===== src/rtl/bram_sweep_controller_if.sv =====
// ---------------------------------------------------------------------------
// bram_sweep_controller_if
//   Groups the control/status and BRAM-write signals of the sweep controller.
//
//   master : register-bank side. Drives start, trig, count_max, n_sweeps and
//            observes addr_sclr, address, wen, sweep_index, busy, done.
//   slave  : the sweep controller itself (mirror image of master).
//
//   Parameters
//     COUNT_WIDTH : word counter width; byte address is COUNT_WIDTH+2 bits.
//     SWEEP_WIDTH : width of sweep count and sweep index.
// ---------------------------------------------------------------------------
interface bram_sweep_controller_if #(
  parameter int COUNT_WIDTH = 5,
  parameter int SWEEP_WIDTH = 8
);
  logic                   start;
  logic                   trig;
  logic [COUNT_WIDTH-1:0] count_max;
  logic [SWEEP_WIDTH-1:0] n_sweeps;

  logic                   addr_sclr;
  logic [COUNT_WIDTH+1:0] address;
  logic                   wen;
  logic [SWEEP_WIDTH-1:0] sweep_index;
  logic                   busy;
  logic                   done;

  modport master (
    output start, trig, count_max, n_sweeps,
    input  addr_sclr, address, wen, sweep_index, busy, done
  );

  modport slave (
    input  start, trig, count_max, n_sweeps,
    output addr_sclr, address, wen, sweep_index, busy, done
  );
endinterface


===== src/rtl/bram_sweep_controller.sv =====
// ---------------------------------------------------------------------------
// bram_sweep_controller
//   Arms an acquisition on start, then for each of n_sweeps sweeps: pulses
//   addr_sclr, waits for the trigger, and writes count_max+1 words with
//   wen=1 and byte address {count, 2'b00}. Pulses done once at the end.
//
//   Ports
//     clk  : single clock, rising edge.
//     sclr : synchronous active-high reset (priority over everything).
//     bus  : bram_sweep_controller_if.slave (start, trig, count_max,
//            n_sweeps in; addr_sclr, address, wen, sweep_index, busy, done out).
//
//   Build option
//     BRAM_SWEEP_CONTROLLER_TRIGGER_EN : when defined, every sweep waits in
//     WAIT_TRIG for trig=1. When undefined, trig is ignored and WAIT_TRIG
//     lasts one cycle, giving back-to-back sweeps with a 2-cycle gap.
// ---------------------------------------------------------------------------
module bram_sweep_controller #(
  parameter int COUNT_WIDTH = 5,
  parameter int SWEEP_WIDTH = 8
) (
  input  logic                    clk,
  input  logic                    sclr,
  bram_sweep_controller_if.slave  bus
);

  typedef enum logic [2:0] {
    S_IDLE,
    S_ARM,
    S_WAIT_TRIG,
    S_RUN,
    S_FINISH
  } state_t;

  state_t                 state;
  state_t                 next_state;
  logic [COUNT_WIDTH-1:0] count;
  logic [COUNT_WIDTH-1:0] count_max_q;
  logic [SWEEP_WIDTH-1:0] n_sweeps_q;
  logic [SWEEP_WIDTH-1:0] sweep_index;
  logic                   last_word;
  logic                   last_sweep;
  logic                   trig_ok;

  assign last_word  = (count == count_max_q);
  // n_sweeps_q is never 0 once latched, so the subtraction cannot underflow.
  assign last_sweep = (sweep_index == SWEEP_WIDTH'(n_sweeps_q - 1'b1));

`ifdef BRAM_SWEEP_CONTROLLER_TRIGGER_EN
  assign trig_ok = bus.trig;
`else
  // Free-running: the trigger input is read but has no effect.
  assign trig_ok = bus.trig | 1'b1;
`endif

  // NOTE: sequential state uses non-blocking assignments so every register
  // samples pre-edge values regardless of block ordering.
  always_ff @(posedge clk) begin
    if (sclr) state <= S_IDLE;
    else      state <= next_state;
  end

  // NOTE: next_state gets its default before the case so no path leaves it
  // unassigned, which would otherwise infer a latch.
  always_comb begin
    next_state = state;
    case (state)
      S_IDLE:      if (bus.start) next_state = S_ARM;
      S_ARM:       next_state = S_WAIT_TRIG;
      S_WAIT_TRIG: if (trig_ok) next_state = S_RUN;
      S_RUN: begin
        if (last_word) next_state = last_sweep ? S_FINISH : S_ARM;
      end
      S_FINISH:    next_state = S_IDLE;
      default:     next_state = S_IDLE;
    endcase
  end

  always_ff @(posedge clk) begin
    if (sclr) begin
      count       <= '0;
      count_max_q <= '0;
      n_sweeps_q  <= '0;
      sweep_index <= '0;
    end else begin
      if (state == S_IDLE && bus.start) begin
        count_max_q <= bus.count_max;
        n_sweeps_q  <= (bus.n_sweeps == '0) ? SWEEP_WIDTH'(1) : bus.n_sweeps;
        sweep_index <= '0;
      end
      if (state == S_ARM) count <= '0;
      if (state == S_RUN) begin
        // Count stops at count_max so a full-range sweep never wraps.
        if (!last_word)       count       <= count + 1'b1;
        else if (!last_sweep) sweep_index <= sweep_index + 1'b1;
      end
    end
  end

  assign bus.addr_sclr   = (state == S_ARM);
  assign bus.wen         = (state == S_RUN);
  assign bus.busy        = (state != S_IDLE);
  assign bus.done        = (state == S_FINISH);
  assign bus.address     = {count, 2'b00};
  assign bus.sweep_index = sweep_index;

endmodule


===== src/flat_wrapper.sv =====
// flat-port wrapper written by rule: the top's interface ports become plain ports
module bram_sweep_controller_flat 
#(
  parameter int COUNT_WIDTH = 5,
  parameter int SWEEP_WIDTH = 8
)
  (clk, sclr, bus_start, bus_trig, bus_count_max, bus_n_sweeps, bus_addr_sclr, bus_address, bus_wen, bus_sweep_index, bus_busy, bus_done);
  bram_sweep_controller_if #(.COUNT_WIDTH(COUNT_WIDTH), .SWEEP_WIDTH(SWEEP_WIDTH)) bus_i ();
  input  logic clk;
  input  logic sclr;
  input wire logic [$bits(bus_i.start)-1:0] bus_start;
  input wire logic [$bits(bus_i.trig)-1:0] bus_trig;
  input wire logic [$bits(bus_i.count_max)-1:0] bus_count_max;
  input wire logic [$bits(bus_i.n_sweeps)-1:0] bus_n_sweeps;
  output wire logic [$bits(bus_i.addr_sclr)-1:0] bus_addr_sclr;
  output wire logic [$bits(bus_i.address)-1:0] bus_address;
  output wire logic [$bits(bus_i.wen)-1:0] bus_wen;
  output wire logic [$bits(bus_i.sweep_index)-1:0] bus_sweep_index;
  output wire logic [$bits(bus_i.busy)-1:0] bus_busy;
  output wire logic [$bits(bus_i.done)-1:0] bus_done;
  assign bus_i.start = bus_start;
  assign bus_i.trig = bus_trig;
  assign bus_i.count_max = bus_count_max;
  assign bus_i.n_sweeps = bus_n_sweeps;
  assign bus_addr_sclr = bus_i.addr_sclr;
  assign bus_address = bus_i.address;
  assign bus_wen = bus_i.wen;
  assign bus_sweep_index = bus_i.sweep_index;
  assign bus_busy = bus_i.busy;
  assign bus_done = bus_i.done;
  bram_sweep_controller #(.COUNT_WIDTH(COUNT_WIDTH), .SWEEP_WIDTH(SWEEP_WIDTH)) u_core (.clk(clk), .sclr(sclr), .bus(bus_i));
endmodule

===== config.mk =====
export PLATFORM = sky130hd
export DESIGN_NAME = bram_sweep_controller_flat
export DESIGN_NICKNAME = d
export VERILOG_FILES = /design/src/rtl/bram_sweep_controller_if.sv /design/src/rtl/bram_sweep_controller.sv /design/src/flat_wrapper.sv
export SDC_FILE = /design/constraint.sdc
export NUM_CORES = 1
export LEC_CHECK = 0
export BUFFER_PORTS_ARGS = -buffer_cell sky130_fd_sc_hd__buf_2
export CAP_MARGIN = 20
export CORE_MARGIN = 2
export CORE_UTILIZATION = 45
export DETAILED_ROUTE_END_ITERATION = 16
export GPL_ROUTABILITY_DRIVEN = 1
export PLACE_DENSITY = 0.68
export REMOVE_ABC_BUFFERS = 1
export SLEW_MARGIN = 10
export SYNTH_ARGS = -nofsm -noshare
export SYNTH_HDL_FRONTEND = slang
export SYNTH_SLANG_ARGS = --single-unit

===== constraint.sdc =====
create_clock -name clk -period 2.5 [get_ports clk]
set_input_delay 0.625 -clock clk [delete_from_list [all_inputs] [get_ports clk]]
set_output_delay 0.625 -clock clk [all_outputs]
set_load 0.005 [all_outputs]

==> results of run 1 <==
[path summary, 6_finish.rpt]
check | startpoint | to | slack, ns
max | u_core.n_sweeps_q[1] | u_core.bus.sweep_index[7] | 0.21
max reg2reg | u_core.n_sweeps_q[1] | u_core.bus.sweep_index[7] | 0.21
min reg2reg | u_core.count_max_q[1] | u_core.count_max_q[1] | 0.47
min | u_core.count_max_q[1] | u_core.count_max_q[1] | 0.47
[flip-flops by register name, indices dropped and copies added, names as in the netlist]
register,cells
u_core.bus.sweep_index,8
u_core.count,5
u_core.count_max_q,5
u_core.n_sweeps_q,8
u_core.state,3
[cell usage after synthesis, drive strengths merged]
cell type	count	area, um^2
clkbuf	7	26.3
nand2	33	124
nand2b	1	6.26
or3	3	23.8
o22ai	3	18.8
a21oi	21	105
nand3b	1	7.51
inv	11	41.3
a32oi	1	8.76
nor3	8	40.0
o21ai	12	63.8
or2	1	6.26
xor2	11	96.3
nor2b	4	25.0
dfxtp	29	581
conb	1	3.75
buf	3	26.3
nor2	16	60.1
or4	2	18.8
a211oi	1	12.5
and2	4	25.0
a2111oi	1	15.0
ha	3	37.5
xnor2	8	70.1
nor3b	1	7.51
mux2i	4	40.0
nor4	6	50.0
a21o	1	7.51
o32ai	1	16.3
nand3	7	35.0
and3	4	25.0
o31ai	1	7.51
o211a	1	10.0
nand4	3	18.8
[worst min-delay path: cells and delay by family (launching register included)]
family           cells  cell delay (ns)
flip-flops           1             0.32
AND/OR/NAND/NOR      1             0.05
AO/OA/AOI/OAI        1             0.05
[per-layer routing]
metal / GRT usage [%] / share of wire (%)
met1: 22.4 / 49
met2: 31.6 / 46
met3: 5.21 / 3.9
met4: 6.38 / 1.4
met5: 0 / 0
[metrics by stage]
| step | cell area, um^2 | cells |
|---|---|---|
| floorplan | 1610 | 205 |
| global placement | 1850 | 288 |
| detailed placement | 1850 | 288 |
| CTS | 1960 | 296 |
| global route | 1960 | 297 |
| finish | 1960 | 297 |
[kinds of logic after synthesis]
group,after synthesis
xor gates and xnor gates,19
muxes,4
and+or+nand+nor,94
AOI/OAI and AO/OA,43
buffers and inverters,21
DFF,29
other,1
adders and majority gates,3
[power by group through the flow]
stage,Combinational [uW],Clock (uW),Sequential (uW)
CTS,227,433,514
global placement,224,0,523
floorplan,160,0,517
finish,226,428,514
detailed placement,226,0,524
global route,257,459,518
[cell type report]
cell class / count / area [um^2]
Sequential cell: 29 / 582
Fill cell: 377 / 1640
Clock buffer: 7 / 96.3
Timing Repair Buffer: 36 / 190
Clock inverter: 1 / 5.00
Multi-Input combinational cell: 165 / 990
Tap cell: 48 / 60.1
Inverter: 11 / 41.3
[timing repair]
action | in CTS | in global routing
buffers inserted | 0 | 1
hold buffers | 0 | 0
hold endpoints to repair | 0 | 0
setup endpoints to repair | 0 | 3
resized for setup | 0 | 1
==> flow_metrics.py, run 1 <==
metrics = {
    "placed_design": {
        "gp_congestion": 0.762,
        "preCtsSetupSlack_ns": 0.193,
        "dp_hpwl_um": 2570,
        "io_buffers": 32,
    },
    "global_route": {
        "grt_overflow": 0,
        "grt_usage_pct": 18.6,
        "grt_max_degree": 27,
        "grt_pass1_wl_um": 6060,
        "grt_pass1_vias": 1386,
        "grt_antenna_before_repair": 0,
    },
    "timing": {
        "relSlewSlack_pct": 57.2,
        "clock.fmax_ghz": 0.438,
        "tightest_slew_ns": 0.641,
        "fin_skew_ns": 0.00559,
        "tns_ns": 0,
        "finalCritPeriodShare_pct": 91.4,
        "finalCriticalPeriod_ns": 2.29,
        "hold_ws_ns": 0.472,
        "setup_slack_ns": 0.215,
        "hold_violations": 0,
        "rsz0062_at_grt": "false",
        "finalSetupViolations": 0,
        "slew_viol_final": 0,
    },
    "synth": {
        "syn_area_um2": 1660,
        "synth_top_family_by_area": "simple AND/OR/NAND/NOR gates",
        "yosys-mux-area-fraction_pct": 2.41,
        "synth-xor-area-share_pct": 10.0,
        "synth_compound_area_share_pct": 16.0,
        "avgSynthCellArea_um2": 7.76,
        "netlist_instances": 214,
        "yosysWarningCount": 0,
        "synth_cell_types": 40,
        "synth-simple-area-share_pct": 28.5,
        "ys_ff_latch": 29,
        "synthAdderAreaFrac_pct": 2.26,
        "seq_area_frac_synth_pct": 35.0,
    },
    "setup_path": {
        "crit_type": "reg2reg",
        "crit_buf_inv": 1,
        "end_kind": "register",
        "cp-start-kind": "register",
        "worst-r2r-cell-count": 9,
        "cp.arrival_ns": 2.49,
        "required_ns": 2.70,
        "cp_slowest_stage_delay_ns": 0.42,
        "crit_cells": 9,
        "path_max_fanout": 8,
        "crit_family": "compound AO/OA/AOI/OAI gates",
        "crit_chain": "inv_1 -> ha_1 -> xnor2_1 -> a21oi_1 -> o21ai_0 -> a211oi_2 -> o32ai_2 -> or3_4 -> o22ai_1",
        "critPathSlowestCell": "or3_4",
    },
    "cells_and_area": {
        "drive_gt1_share_pct": 21.3,
        "most-common-layout-cells": "nand2_1 (33), buf_2 (32), dfxtp_1 (28)",
        "finalCoreUtilization_pct": 54.5,
        "diodes": 0,
        "layout.cells.most_common": "nand2_1",
        "final_nets": 268,
        "area_growth_pct": 18.3,
    },
    "die": {
        "rows": 22,
        "core_area_um2": 3610,
        "io_pins": 36,
        "die_w_um": 64.7,
        "die_h_um": 64.7,
        "start_util_pct": 46.0,
        "die-area_um2": 4190,
    },
    "cts": {
        "cts-root-buf": "clkbuf_8",
        "h-tree-depth": 2,
        "cts_tree": "done",
        "clock_sinks": 29,
        "cts_buffer_depth": 2,
        "cts_made_buffers": 5,
        "clkTransAtPathRegs_ns": 0.06,
        "clk_latency_ns": 0.28,
    },
    "route": {
        "drt-initial-drc-count": 42,
        "vias_per_cell": 5.22,
        "routed_wl_um": 3520,
        "drc": 0,
        "ant_nets": 0,
        "vias": 1549,
        "avgRoutedWirePerCell_um": 11.9,
        "first_pass_iters": 4,
    },
    "run_status": {
        "status": "finished clean",
    },
    "pwr": {
        "netSwitchingFraction_pct": 28.8,
        "leakagePower_uw": 0.000874,
        "fin_total_pwr_uw": 1170,
        "p_clk_share_pct": 36.6,
        "p_comb_share_pct": 19.4,
        "ir_worst_vdd_v": 0.000340,
        "switchingPower_uw": 336,
        "pwr_density_cell_nw_per_um2": 594,
        "internal_power_uw": 832,
        "p_seq_share_pct": 44.0,
    },
    "hold_path": {
        "hold_depth": 2,
        "hp-class": "reg2reg",
    },
    "run": {
        "cap_violations": 0,
    },
}
No activity file was read; power rests on OpenSTA's default activity.
==> inputs of run 2 (changes only) <==
Settings changed: RECOVER_POWER from default to 25.
==> flow_metrics.py, run 2 (synthesis results as in run 1) <==
metrics = {
    "timing": {
        "rsz0062_at_grt": "false",
        "hold_violations": 0,
        "fin_skew_ns": 0.00663,
        "finalCriticalPeriod_ns": 2.28,
        "clock.fmax_ghz": 0.438,
        "tightest_slew_ns": 0.633,
        "setup_slack_ns": 0.217,
        "finalSetupViolations": 0,
        "finalCritPeriodShare_pct": 91.3,
        "relSlewSlack_pct": 57.8,
        "tns_ns": 0,
        "slew_viol_final": 0,
    },
    "pwr": {
        "pwr_density_cell_nw_per_um2": 596,
        "leakagePower_uw": 0.000852,
        "ir_worst_vdd_v": 0.000343,
    },
    "global_route": {
        "grt_overflow": 0,
        "met2_usage_pct": 31.6,
        "grt_antenna_before_repair": 0,
        "grt_util_met1_pct": 22.4,
        "grt_max_degree": 27,
        "grt_pass1_wl_um": 6060,
        "use_met3_pct": 5.21,
        "grt_usage_pct": 18.6,
        "top_usage_layer": "met2",
        "grt_pass1_vias": 1386,
    },
    "route": {
        "drt-initial-drc-count": 48,
        "vias": 1557,
        "drc": 0,
        "avgRoutedWirePerCell_um": 11.9,
        "routed_wl_um": 3520,
        "vias_per_cell": 5.24,
        "ant_nets": 0,
        "first_pass_iters": 4,
    },
    "setup_path": {
        "crit_type": "reg2reg",
        "crit_family": "compound AO/OA/AOI/OAI gates",
        "end_kind": "register",
        "r2r_setup_slack_ns": 0.22,
        "cp.arrival_ns": 2.48,
        "crit_cells": 9,
        "required_ns": 2.70,
        "r2r-end": "u_core.bus.sweep_index[7]",
        "path_max_fanout": 8,
        "r2r_start": "u_core.n_sweeps_q[1]",
        "worst-r2r-cell-count": 9,
        "crit_buf_inv": 1,
        "crit_chain": "inv_1 -> ha_1 -> xnor2_1 -> a21oi_1 -> o21ai_0 -> a211oi_2 -> o32ai_2 -> or3_4 -> o22ai_1",
        "cp_slowest_stage_delay_ns": 0.42,
        "cp-start-kind": "register",
        "critPathSlowestCell": "or3_4",
    },
    "cells_and_area": {
        "drive_gt1_share_pct": 19.3,
        "most-common-layout-cells": "nand2_1 (33), buf_2 (28), dfxtp_1 (28)",
        "nFillCells": 380,
        "finalCoreUtilization_pct": 54.2,
        "layout.cells.most_common": "nand2_1",
        "top_regs": "u_core.bus.sweep_index (8), u_core.n_sweeps_q (8)",
        "area_growth_pct": 17.8,
        "diodes": 0,
        "layout.cells.non_filler": 297,
        "final_nets": 268,
    },
    "die": {
        "rows": 22,
        "die_h_um": 64.7,
        "core_area_um2": 3610,
        "die_w_um": 64.7,
        "start_util_pct": 46.0,
        "die-area_um2": 4190,
        "io_pins": 36,
    },
    "placed_design": {
        "gp_congestion": 0.762,
        "preCtsSetupSlack_ns": 0.193,
        "place_inst": 288,
        "dp_hpwl_um": 2570,
        "io_buffers": 32,
    },
    "hold_path": {
        "holdPathEnd": "u_core.count_max_q[1]",
        "hold_depth": 2,
        "hold_start": "u_core.count_max_q[1]",
        "hp-class": "reg2reg",
    },
    "cts": {
        "cts_buffer_depth": 2,
        "clkTransAtPathRegs_ns": 0.07,
        "cts_tree": "done",
        "clock_sinks": 29,
        "clk_latency_ns": 0.28,
        "cts_made_buffers": 5,
        "cts_hold_buf": 0,
        "cts-root-buf": "clkbuf_8",
        "h-tree-depth": 2,
    },
    "run_status": {
        "status": "finished clean",
    },
    "run": {
        "cap_violations": 0,
    },
}
-- run 2: area by class of cell --
cell class	instances	area (um^2)	area share, %
sequential	29	582	29.8
multi-input combinational	165	990	50.6
timing repair buffer	36	181	9.28
clock buffer	7	96.3	4.93
tap	48	60.1	3.07
clock inverter	1	5.00	0.256
inverter	11	41.3	2.11
-- run 2: worst max-delay path by stage --
stage                           endpoint            startpoint
3_3_place_gp   u_core.bus.sweep_index[7]  u_core.n_sweeps_q[0]
6_report       u_core.bus.sweep_index[7]  u_core.n_sweeps_q[1]
5_1_grt        u_core.bus.sweep_index[7]  u_core.n_sweeps_q[0]
4_1_cts        u_core.bus.sweep_index[7]  u_core.n_sweeps_q[0]
2_1_floorplan  u_core.bus.sweep_index[7]  u_core.n_sweeps_q[0]
3_5_place_dp   u_core.bus.sweep_index[7]  u_core.n_sweeps_q[0]
-- run 2: worst register-to-register path, stage by stage, from the launching register on --
cell      delay (ns)
dfxtp_1         0.38
inv_1           0.06
ha_1            0.28
xnor2_1         0.16
a21oi_1         0.13
o21ai_0         0.11
a211oi_2        0.37
o32ai_2         0.13
or3_4           0.42
o22ai_1         0.16
-- run 2: repair_timing --
| action | in CTS | in global routing |
|---|---|---|
| endpoints found under the setup margin | 0 | 3 |
| gates resized for setup | 0 | 1 |
| setup buffers | 0 | 1 |
-- run 2: metrics by stage --
| stage | total power, uW | hold slack (ns) | cell area (um^2) |
|---|---|---|---|
| after floorplan | 677 | 0.442 | 1610 |
| after global placement | 747 | 0.457 | 1850 |
| after detailed placement | 750 | 0.466 | 1850 |
| after CTS | 1170 | 0.475 | 1960 |
| after global routing | 1230 | 0.487 | 1960 |
| final | 1170 | 0.471 | 1960 |
-- run 2: where the power goes --
group,switching (uW),internal [uW]
clock network,180,248
logic,128,94.7
registers,28.7,485
-- run 2: layer usage --
metal  up-vias  part of all wire (%)
met5         -                     0
met4         0                   1.4
met3         5                   4.2
met2        32                    46
met1       716                    48
li1        804                     -
